$ cat src/rtl/mem_request_ctrl_pkg.sv
// Shared types and constants for the memory request controller.
package mem_request_ctrl_pkg;

  typedef enum logic [1:0] {
    IDLE   = 2'd0,
    DPEND  = 2'd1,
    HALTED = 2'd2
  } mrc_state_t;

  localparam int DEFAULT_TIMEOUT = 64;

  // Watchdog width: must be able to hold TIMEOUT-1 and still saturate above it.
  function automatic int wd_width(input int timeout);
    return (timeout < 1) ? 1 : $clog2(timeout + 1);
  endfunction

endpackage

$ cat src/rtl/mem_request_ctrl_if.sv
// Pipeline/bus signal bundle for the memory request controller.
interface mem_request_ctrl_if #(
  parameter int ADDR_W = 32,
  parameter int WORD_W = 32,
  parameter int CNT_W  = 16
);
  logic              ihit;
  logic              dhit;
  logic              dREN;
  logic              dWEN;
  logic [ADDR_W-1:0] daddr;
  logic [WORD_W-1:0] dstore;
  logic              cpu_halt;
  logic              imemREN;
  logic              dmemREN;
  logic              dmemWEN;
  logic [ADDR_W-1:0] dmemaddr;
  logic [WORD_W-1:0] dmemstore;
  logic              halt;
  logic              busy;
  logic              timeout_err;
  logic              proto_err;
  logic [CNT_W-1:0]  req_count;

  modport ru (
    input  ihit, dhit, dREN, dWEN, daddr, dstore, cpu_halt,
    output imemREN, dmemREN, dmemWEN, dmemaddr, dmemstore,
           halt, busy, timeout_err, proto_err, req_count
  );

  modport tb (
    output ihit, dhit, dREN, dWEN, daddr, dstore, cpu_halt,
    input  imemREN, dmemREN, dmemWEN, dmemaddr, dmemstore,
           halt, busy, timeout_err, proto_err, req_count
  );
endinterface

$ cat src/rtl/mem_request_ctrl_sat_counter.sv
// Up-counter that sticks at all-ones; clear takes priority over increment.
module sat_counter #(
  parameter int W = 8
) (
  input  logic         CLK,
  input  logic         nRST,
  input  logic         clear_i,
  input  logic         inc_i,
  output logic [W-1:0] count_o
);
  logic [W-1:0] count_q, count_d;

  // Next count: clear, else increment unless already at all-ones.
  always_comb begin
    count_d = count_q;
    if (clear_i)
      count_d = '0;
    else if (inc_i && (count_q != '1))
      count_d = count_q + 1'b1;
  end

  // Count register with asynchronous clear.
  always_ff @(posedge CLK or negedge nRST) begin
    if (!nRST) count_q <= '0;
    else       count_q <= count_d;
  end

  assign count_o = count_q;
endmodule

$ cat src/rtl/mem_request_ctrl.sv
// Data request unit: latches a MEM-stage access on ihit, holds it until dhit,
// defers halt until the bus is drained, and tracks watchdog/protocol errors.
module mem_request_ctrl
  import mem_request_ctrl_pkg::*;
#(
  parameter int ADDR_W        = 32,
  parameter int WORD_W        = 32,
  parameter int TIMEOUT       = DEFAULT_TIMEOUT,
  parameter int CNT_W         = 16,
  parameter int IMEM_SUPPRESS = 0
) (
  input logic            CLK,
  input logic            nRST,
  mem_request_ctrl_if.ru rif
);
  localparam int WD_W = wd_width(TIMEOUT);

  mrc_state_t        state_q, state_d;
  logic              imem_q, imem_d;
  logic              ren_q, ren_d;
  logic              wen_q, wen_d;
  logic              halt_q, halt_d;
  logic              busy_q, busy_d;
  logic              terr_q, terr_d;
  logic              perr_q, perr_d;
  logic              hpend_q, hpend_d;
  logic [ADDR_W-1:0] addr_q, addr_d;
  logic [WORD_W-1:0] store_q, store_d;

  logic              capture;
  logic              done;
  logic              wd_hit;
  logic [WD_W-1:0]   wd_cnt;
  logic [CNT_W-1:0]  cnt;

  assign capture = (state_q == IDLE) && !rif.cpu_halt && rif.ihit && (rif.dREN || rif.dWEN);
  assign done    = (state_q == DPEND) && rif.dhit;

  // Watchdog restarts from zero every time the request is (re)entered.
  sat_counter #(.W(WD_W)) u_watchdog (
    .CLK     (CLK),
    .nRST    (nRST),
    .clear_i (state_q != DPEND),
    .inc_i   ((state_q == DPEND) && !rif.dhit),
    .count_o (wd_cnt)
  );

  sat_counter #(.W(CNT_W)) u_req_count (
    .CLK     (CLK),
    .nRST    (nRST),
    .clear_i (1'b0),
    .inc_i   (done),
    .count_o (cnt)
  );

  generate
    if (TIMEOUT == 0) begin : g_no_wd
      assign wd_hit = 1'b0;
    end else begin : g_wd
      assign wd_hit = (state_q == DPEND) && (wd_cnt == WD_W'(TIMEOUT - 1));
    end
  endgenerate

  // Next state and next registered outputs; halt beats capture, requests are never dropped.
  always_comb begin
    state_d = state_q;
    ren_d   = ren_q;
    wen_d   = wen_q;
    addr_d  = addr_q;
    store_d = store_q;
    perr_d  = perr_q;
    hpend_d = hpend_q;
    terr_d  = terr_q | wd_hit;
    case (state_q)
      IDLE: begin
        if (rif.cpu_halt) begin
          state_d = HALTED;
        end else if (capture) begin
          state_d = DPEND;
          addr_d  = rif.daddr;
          store_d = rif.dstore;
          ren_d   = rif.dREN & ~rif.dWEN;
          wen_d   = rif.dWEN;
          perr_d  = perr_q | (rif.dREN & rif.dWEN);
        end
      end
      DPEND: begin
        hpend_d = hpend_q | rif.cpu_halt;
        if (rif.dhit) begin
          ren_d   = 1'b0;
          wen_d   = 1'b0;
          hpend_d = 1'b0;
          state_d = (hpend_q || rif.cpu_halt) ? HALTED : IDLE;
        end
      end
      HALTED: begin
        state_d = HALTED;
      end
      default: begin
        state_d = IDLE;
      end
    endcase
    imem_d = (state_d == IDLE) || ((state_d == DPEND) && (IMEM_SUPPRESS == 0));
    halt_d = (state_d == HALTED);
    busy_d = (state_d == DPEND);
  end

  // State and output registers, all cleared asynchronously.
  always_ff @(posedge CLK or negedge nRST) begin
    if (!nRST) begin
      state_q <= IDLE;
      imem_q  <= 1'b0;
      ren_q   <= 1'b0;
      wen_q   <= 1'b0;
      halt_q  <= 1'b0;
      busy_q  <= 1'b0;
      terr_q  <= 1'b0;
      perr_q  <= 1'b0;
      hpend_q <= 1'b0;
      addr_q  <= '0;
      store_q <= '0;
    end else begin
      state_q <= state_d;
      imem_q  <= imem_d;
      ren_q   <= ren_d;
      wen_q   <= wen_d;
      halt_q  <= halt_d;
      busy_q  <= busy_d;
      terr_q  <= terr_d;
      perr_q  <= perr_d;
      hpend_q <= hpend_d;
      addr_q  <= addr_d;
      store_q <= store_d;
    end
  end

  assign rif.imemREN     = imem_q;
  assign rif.dmemREN     = ren_q;
  assign rif.dmemWEN     = wen_q;
  assign rif.dmemaddr    = addr_q;
  assign rif.dmemstore   = store_q;
  assign rif.halt        = halt_q;
  assign rif.busy        = busy_q;
  assign rif.timeout_err = terr_q;
  assign rif.proto_err   = perr_q;
  assign rif.req_count   = cnt;
endmodule

$ cat src/flat_wrapper.sv
// flat-port wrapper written by rule: the top's interface ports become plain ports
module mem_request_ctrl_flat import mem_request_ctrl_pkg::*;
#(
  parameter int ADDR_W        = 32,
  parameter int WORD_W        = 32,
  parameter int TIMEOUT       = DEFAULT_TIMEOUT,
  parameter int CNT_W         = 16,
  parameter int IMEM_SUPPRESS = 0
)
  (CLK, nRST, rif_ihit, rif_dhit, rif_dREN, rif_dWEN, rif_daddr, rif_dstore, rif_cpu_halt, rif_imemREN, rif_dmemREN, rif_dmemWEN, rif_dmemaddr, rif_dmemstore, rif_halt, rif_busy, rif_timeout_err, rif_proto_err, rif_req_count);
  mem_request_ctrl_if #(.ADDR_W(ADDR_W), .WORD_W(WORD_W), .CNT_W(CNT_W)) rif_i ();
  input logic CLK;
  input logic nRST;
  input wire logic [$bits(rif_i.ihit)-1:0] rif_ihit;
  input wire logic [$bits(rif_i.dhit)-1:0] rif_dhit;
  input wire logic [$bits(rif_i.dREN)-1:0] rif_dREN;
  input wire logic [$bits(rif_i.dWEN)-1:0] rif_dWEN;
  input wire logic [$bits(rif_i.daddr)-1:0] rif_daddr;
  input wire logic [$bits(rif_i.dstore)-1:0] rif_dstore;
  input wire logic [$bits(rif_i.cpu_halt)-1:0] rif_cpu_halt;
  output wire logic [$bits(rif_i.imemREN)-1:0] rif_imemREN;
  output wire logic [$bits(rif_i.dmemREN)-1:0] rif_dmemREN;
  output wire logic [$bits(rif_i.dmemWEN)-1:0] rif_dmemWEN;
  output wire logic [$bits(rif_i.dmemaddr)-1:0] rif_dmemaddr;
  output wire logic [$bits(rif_i.dmemstore)-1:0] rif_dmemstore;
  output wire logic [$bits(rif_i.halt)-1:0] rif_halt;
  output wire logic [$bits(rif_i.busy)-1:0] rif_busy;
  output wire logic [$bits(rif_i.timeout_err)-1:0] rif_timeout_err;
  output wire logic [$bits(rif_i.proto_err)-1:0] rif_proto_err;
  output wire logic [$bits(rif_i.req_count)-1:0] rif_req_count;
  assign rif_i.ihit = rif_ihit;
  assign rif_i.dhit = rif_dhit;
  assign rif_i.dREN = rif_dREN;
  assign rif_i.dWEN = rif_dWEN;
  assign rif_i.daddr = rif_daddr;
  assign rif_i.dstore = rif_dstore;
  assign rif_i.cpu_halt = rif_cpu_halt;
  assign rif_imemREN = rif_i.imemREN;
  assign rif_dmemREN = rif_i.dmemREN;
  assign rif_dmemWEN = rif_i.dmemWEN;
  assign rif_dmemaddr = rif_i.dmemaddr;
  assign rif_dmemstore = rif_i.dmemstore;
  assign rif_halt = rif_i.halt;
  assign rif_busy = rif_i.busy;
  assign rif_timeout_err = rif_i.timeout_err;
  assign rif_proto_err = rif_i.proto_err;
  assign rif_req_count = rif_i.req_count;
  mem_request_ctrl #(.ADDR_W(ADDR_W), .WORD_W(WORD_W), .TIMEOUT(TIMEOUT), .CNT_W(CNT_W), .IMEM_SUPPRESS(IMEM_SUPPRESS)) u_core (.CLK(CLK), .nRST(nRST), .rif(rif_i));
endmodule
$ cat config.mk
export PLATFORM = sky130hd
export DESIGN_NAME = mem_request_ctrl_flat
export DESIGN_NICKNAME = d
export VERILOG_FILES = /design/src/rtl/mem_request_ctrl_pkg.sv /design/src/rtl/mem_request_ctrl_if.sv /design/src/rtl/mem_request_ctrl_sat_counter.sv /design/src/rtl/mem_request_ctrl.sv /design/src/flat_wrapper.sv
export SDC_FILE = /design/constraint.sdc
export NUM_CORES = 1
export LEC_CHECK = 0
export CORE_ASPECT_RATIO = 1.75
export CORE_MARGIN = 5
export CORE_UTILIZATION = 42
export CTS_BUF_LIST = sky130_fd_sc_hd__clkbuf_4 sky130_fd_sc_hd__clkbuf_8
export CTS_CLUSTER_DIAMETER = 80
export DETAILED_ROUTE_END_ITERATION = 7
export PLACE_DENSITY = 0.79
export SETUP_SLACK_MARGIN = 0.4
export SKIP_CTS_REPAIR_TIMING = 1
export SLEW_MARGIN = 10
export SYNTH_ARGS = -nofsm -noshare
export SYNTH_HDL_FRONTEND = slang
export SYNTH_HIERARCHICAL = 1
export SYNTH_SLANG_ARGS = --single-unit
$ cat constraint.sdc
create_clock -name CLK -period 1.9 [get_ports CLK]
set_input_delay 0.38 -clock CLK [delete_from_list [all_inputs] [get_ports CLK]]
set_output_delay 0.38 -clock CLK [all_outputs]
set_load 0.1 [all_outputs]
==> reports/results.ini <==
[run_status]
outcome=completed

[pwr]
p_per_area_nw_per_um2=1180
p_leak_nw=3.09
ir_drop_uv=1010

[yosys]
synth.area.top_cells=dfrtp_1 56%, mux2_4 10%, mux2_2 7.0%, mux2_1 3.1%, buf_12 1.8%
yosysMostFrequentCell=dfrtp_1
synthesis.area_um2=4370
synth_top_cell_by_area=dfrtp_1
yosys_most_used_dff=dfrtp_1
synth_top_area_share_pct=55.5
yosysSeqAreaShare_pct=55.5
avgSynthCellArea_um2=14.0
synth_seq_cells=97
ys_types=56
synth-edff-count=0
synth_warnings=6
synthCells=313
synthTopCellsByCount=97 x dfrtp_1, 30 x mux2_4, 27 x mux2_2
async_reset_ff_share_pct=100

[sta]
maxSlewViolCount=0
fmax_mhz=550
finalCriticalPeriod_ns=1.82
clock_skew_ns=0.0129
final-hold-violation-count=0
setup_tns_ns=0
setup_viol=0
period_share_pct=95.7
rsz0062_at_grt=yes

[detailed_routing]
routed_via_density=5.31
drcViolationCount=0
antenna_left=0
drtIter0Drc=130
wire_per_inst_um=18.9
dr.pass1.iters=5
num_vias=3397
routed_wl_um=12100

[finish]
multiInputGateArea_um2=1990
drive_above_1_share_pct=50.7
nNetsFinal=581
final_core_utilization_pct=67.7
antenna_cells=0
syn_to_final_growth_pct=58.5
regArea_um2=2490
fillerInstances=709

[floorplan]
start_util_pct=42.7
dieArea_um2=12600
die_x_um=87.1
fp-row-count=49
die_h_um=145
pin_count=158
core_area_um2=10200

[worst_setup_path]
critical_path_class=reg2reg
crit_arrival_ns=2.07
cp-end-kind=flop
worstPathCellList=buf_4 > nor4b_4 > o21a_4 > clkbuf_16 > mux2_4
critPathLaunchType=flop
slowest_stage=dfrtp_2
crit_fanout=8
required_ns=2.15
rr_worst_depth=5
cp_slowest_stage_delay_ns=0.44

[grt]
grt_start_max_net_pins=45
grt_pass1_wl_um=18400
gr-total-overflow=0
grt_usage_pct=18.6
grt_antenna_before_repair=0
grt_pass1_vias=3569

[cts]
clockRootBuffer=clkbuf_8
numCtsBuffers=9
cts_max_level=3
clock_latency_ns=0.35
cts_sinks=97
clk_pin_slew_worst_paths_ns=0.10
cts_buffer_depth=2
cts_tree=built

[placement]
place_hpwl_um=9050
gp_congestion=0.763
port_buffers=157

[job]
max_cap_violations=0

[min_path]
min_path_cells=1
hold_class=reg2reg

[report_power, final]
| part | total (W) | switching (W) | leakage (nW) | internal [W] |
|---|---|---|---|---|
| clock | 0.00125 | 0.000711 | 0.0937 | 0.000537 |
| sequential | 0.00267 | 0.000242 | 1.23 | 0.00243 |
| combinational | 0.00424 | 0.00315 | 1.76 | 0.00109 |
[cells by family (layout without fill, tap and decap cells)]
| group | Yosys count | after routing | share of synthesized area [%] |
|---|---|---|---|
| other | 1 | 2 | 0.0858 |
| and+or+nand+nor | 74 | 74 | 11.4 |
| adders and majority gates | 2 | 2 | 0.572 |
| muxes | 70 | 70 | 20.6 |
| DFF | 97 | 97 | 55.5 |
| buffers and inverters | 21 | 219 | 4.09 |
| AOI/OAI and AO/OA | 48 | 49 | 7.70 |
[registers in the layout, indices dropped and copies added, names as in the netlist]
name and flops:
u_core/hpend_q 1, u_core/rif.halt 1, u_core/rif.dmemREN 1, u_core/rif.dmemWEN 1
u_core/rif.busy 1, u_core/rif.timeout_err 1, u_core/rif.dmemaddr 32, u_core/u_watchdog/count_o 7
u_core/rif.proto_err 1, u_core/rif.dmemstore 32, u_core/u_req_count/count_o 16, u_core/state_q 2
u_core/rif.imemREN 1
[path summary, 6_finish.rpt]
kind	startpoint	to	slack, ns
max	u_core/state_q[1]$_DFF_PN0_	u_core/rif.dmemaddr[17]$_DFFE_PN0P_	0.08
min	u_core/rif.proto_err$_DFFE_PN0P_	u_core/rif.proto_err$_DFFE_PN0P_	0.48
max reg2reg	u_core/state_q[1]$_DFF_PN0_	u_core/rif.dmemaddr[17]$_DFFE_PN0P_	0.08
min reg2reg	u_core/rif.proto_err$_DFFE_PN0P_	u_core/rif.proto_err$_DFFE_PN0P_	0.48
max in group asynchronous	nRST	u_core/rif.dmemaddr[4]$_DFFE_PN0P_	0.80
min in group asynchronous	nRST	u_core/u_req_count/count_o[15]$_DFFE_PN0P_	0.52
[final cells by class]
| cell class | instances | area share (%) |
|---|---|---|
| Multi-Input combinational cell | 197 | 28.8 |
| Inverter | 7 | 0.415 |
| Clock buffer | 11 | 2.09 |
| Clock inverter | 5 | 0.560 |
| Timing Repair Buffer | 196 | 30.0 |
| Tap cell | 127 | 2.29 |
| Sequential cell | 97 | 35.9 |
[per-stage QoR]
step                std cells  hold slack (ns)  worst slack (ns)  instance area [um^2]  power (W)
floorplan                 314           0.0844            0.0234                  4630    0.00590
finish                    640            0.485            0.0826                  6930    0.00816
CTS                       625          -0.0287            0.0664                  6670    0.00822
detailed placement        609            0.362            -0.230                  6480    0.00696
global route              640            0.514           0.00404                  6930    0.00844
global placement          609            0.355            -0.178                  6480    0.00691
[per-layer routing]
layer,GRT usage (%),up-vias,share of wire [%]
li1,-,1550,-
met1,20.2,1695,36
met2,33.3,126,55
met3,4.65,26,5.7
met4,7.76,0,3.2
met5,0,-,0
[worst max-delay path, delay by kind of cell, from the launching register on]
kind	cells	cell delay, ns
muxes	1	0.30
AOI/OAI and AO/OA	1	0.29
buffers and inverters	2	0.36
and+or+nand+nor	1	0.32
DFF	1	0.44
[layout by cell type, fill, tap and decap left out, types with 4 or more instances in the layout]
master / netlist / final
a21oi_1: 13 / 13
a31oi_1: 4 / 4
and4_4: 3 / 4
buf_12: 4 / 27
buf_4: 2 / 85
buf_6: 2 / 8
buf_8: 1 / 4
clkbuf_8: 0 / 10
clkdlybuf4s50_1: 0 / 69
dfrtp_1: 97 / 80
dfrtp_4: 0 / 15
inv_1: 7 / 5
mux2_1: 12 / 4
mux2_4: 30 / 64
nand2_1: 10 / 10
nand3_1: 4 / 4
nand4_1: 6 / 6
nor2_1: 11 / 9
nor2b_1: 5 / 4
o21ai_0: 5 / 4
o31ai_1: 7 / 7
or4_1: 5 / 5
Note: power is estimated with default switching activity, not from simulation.
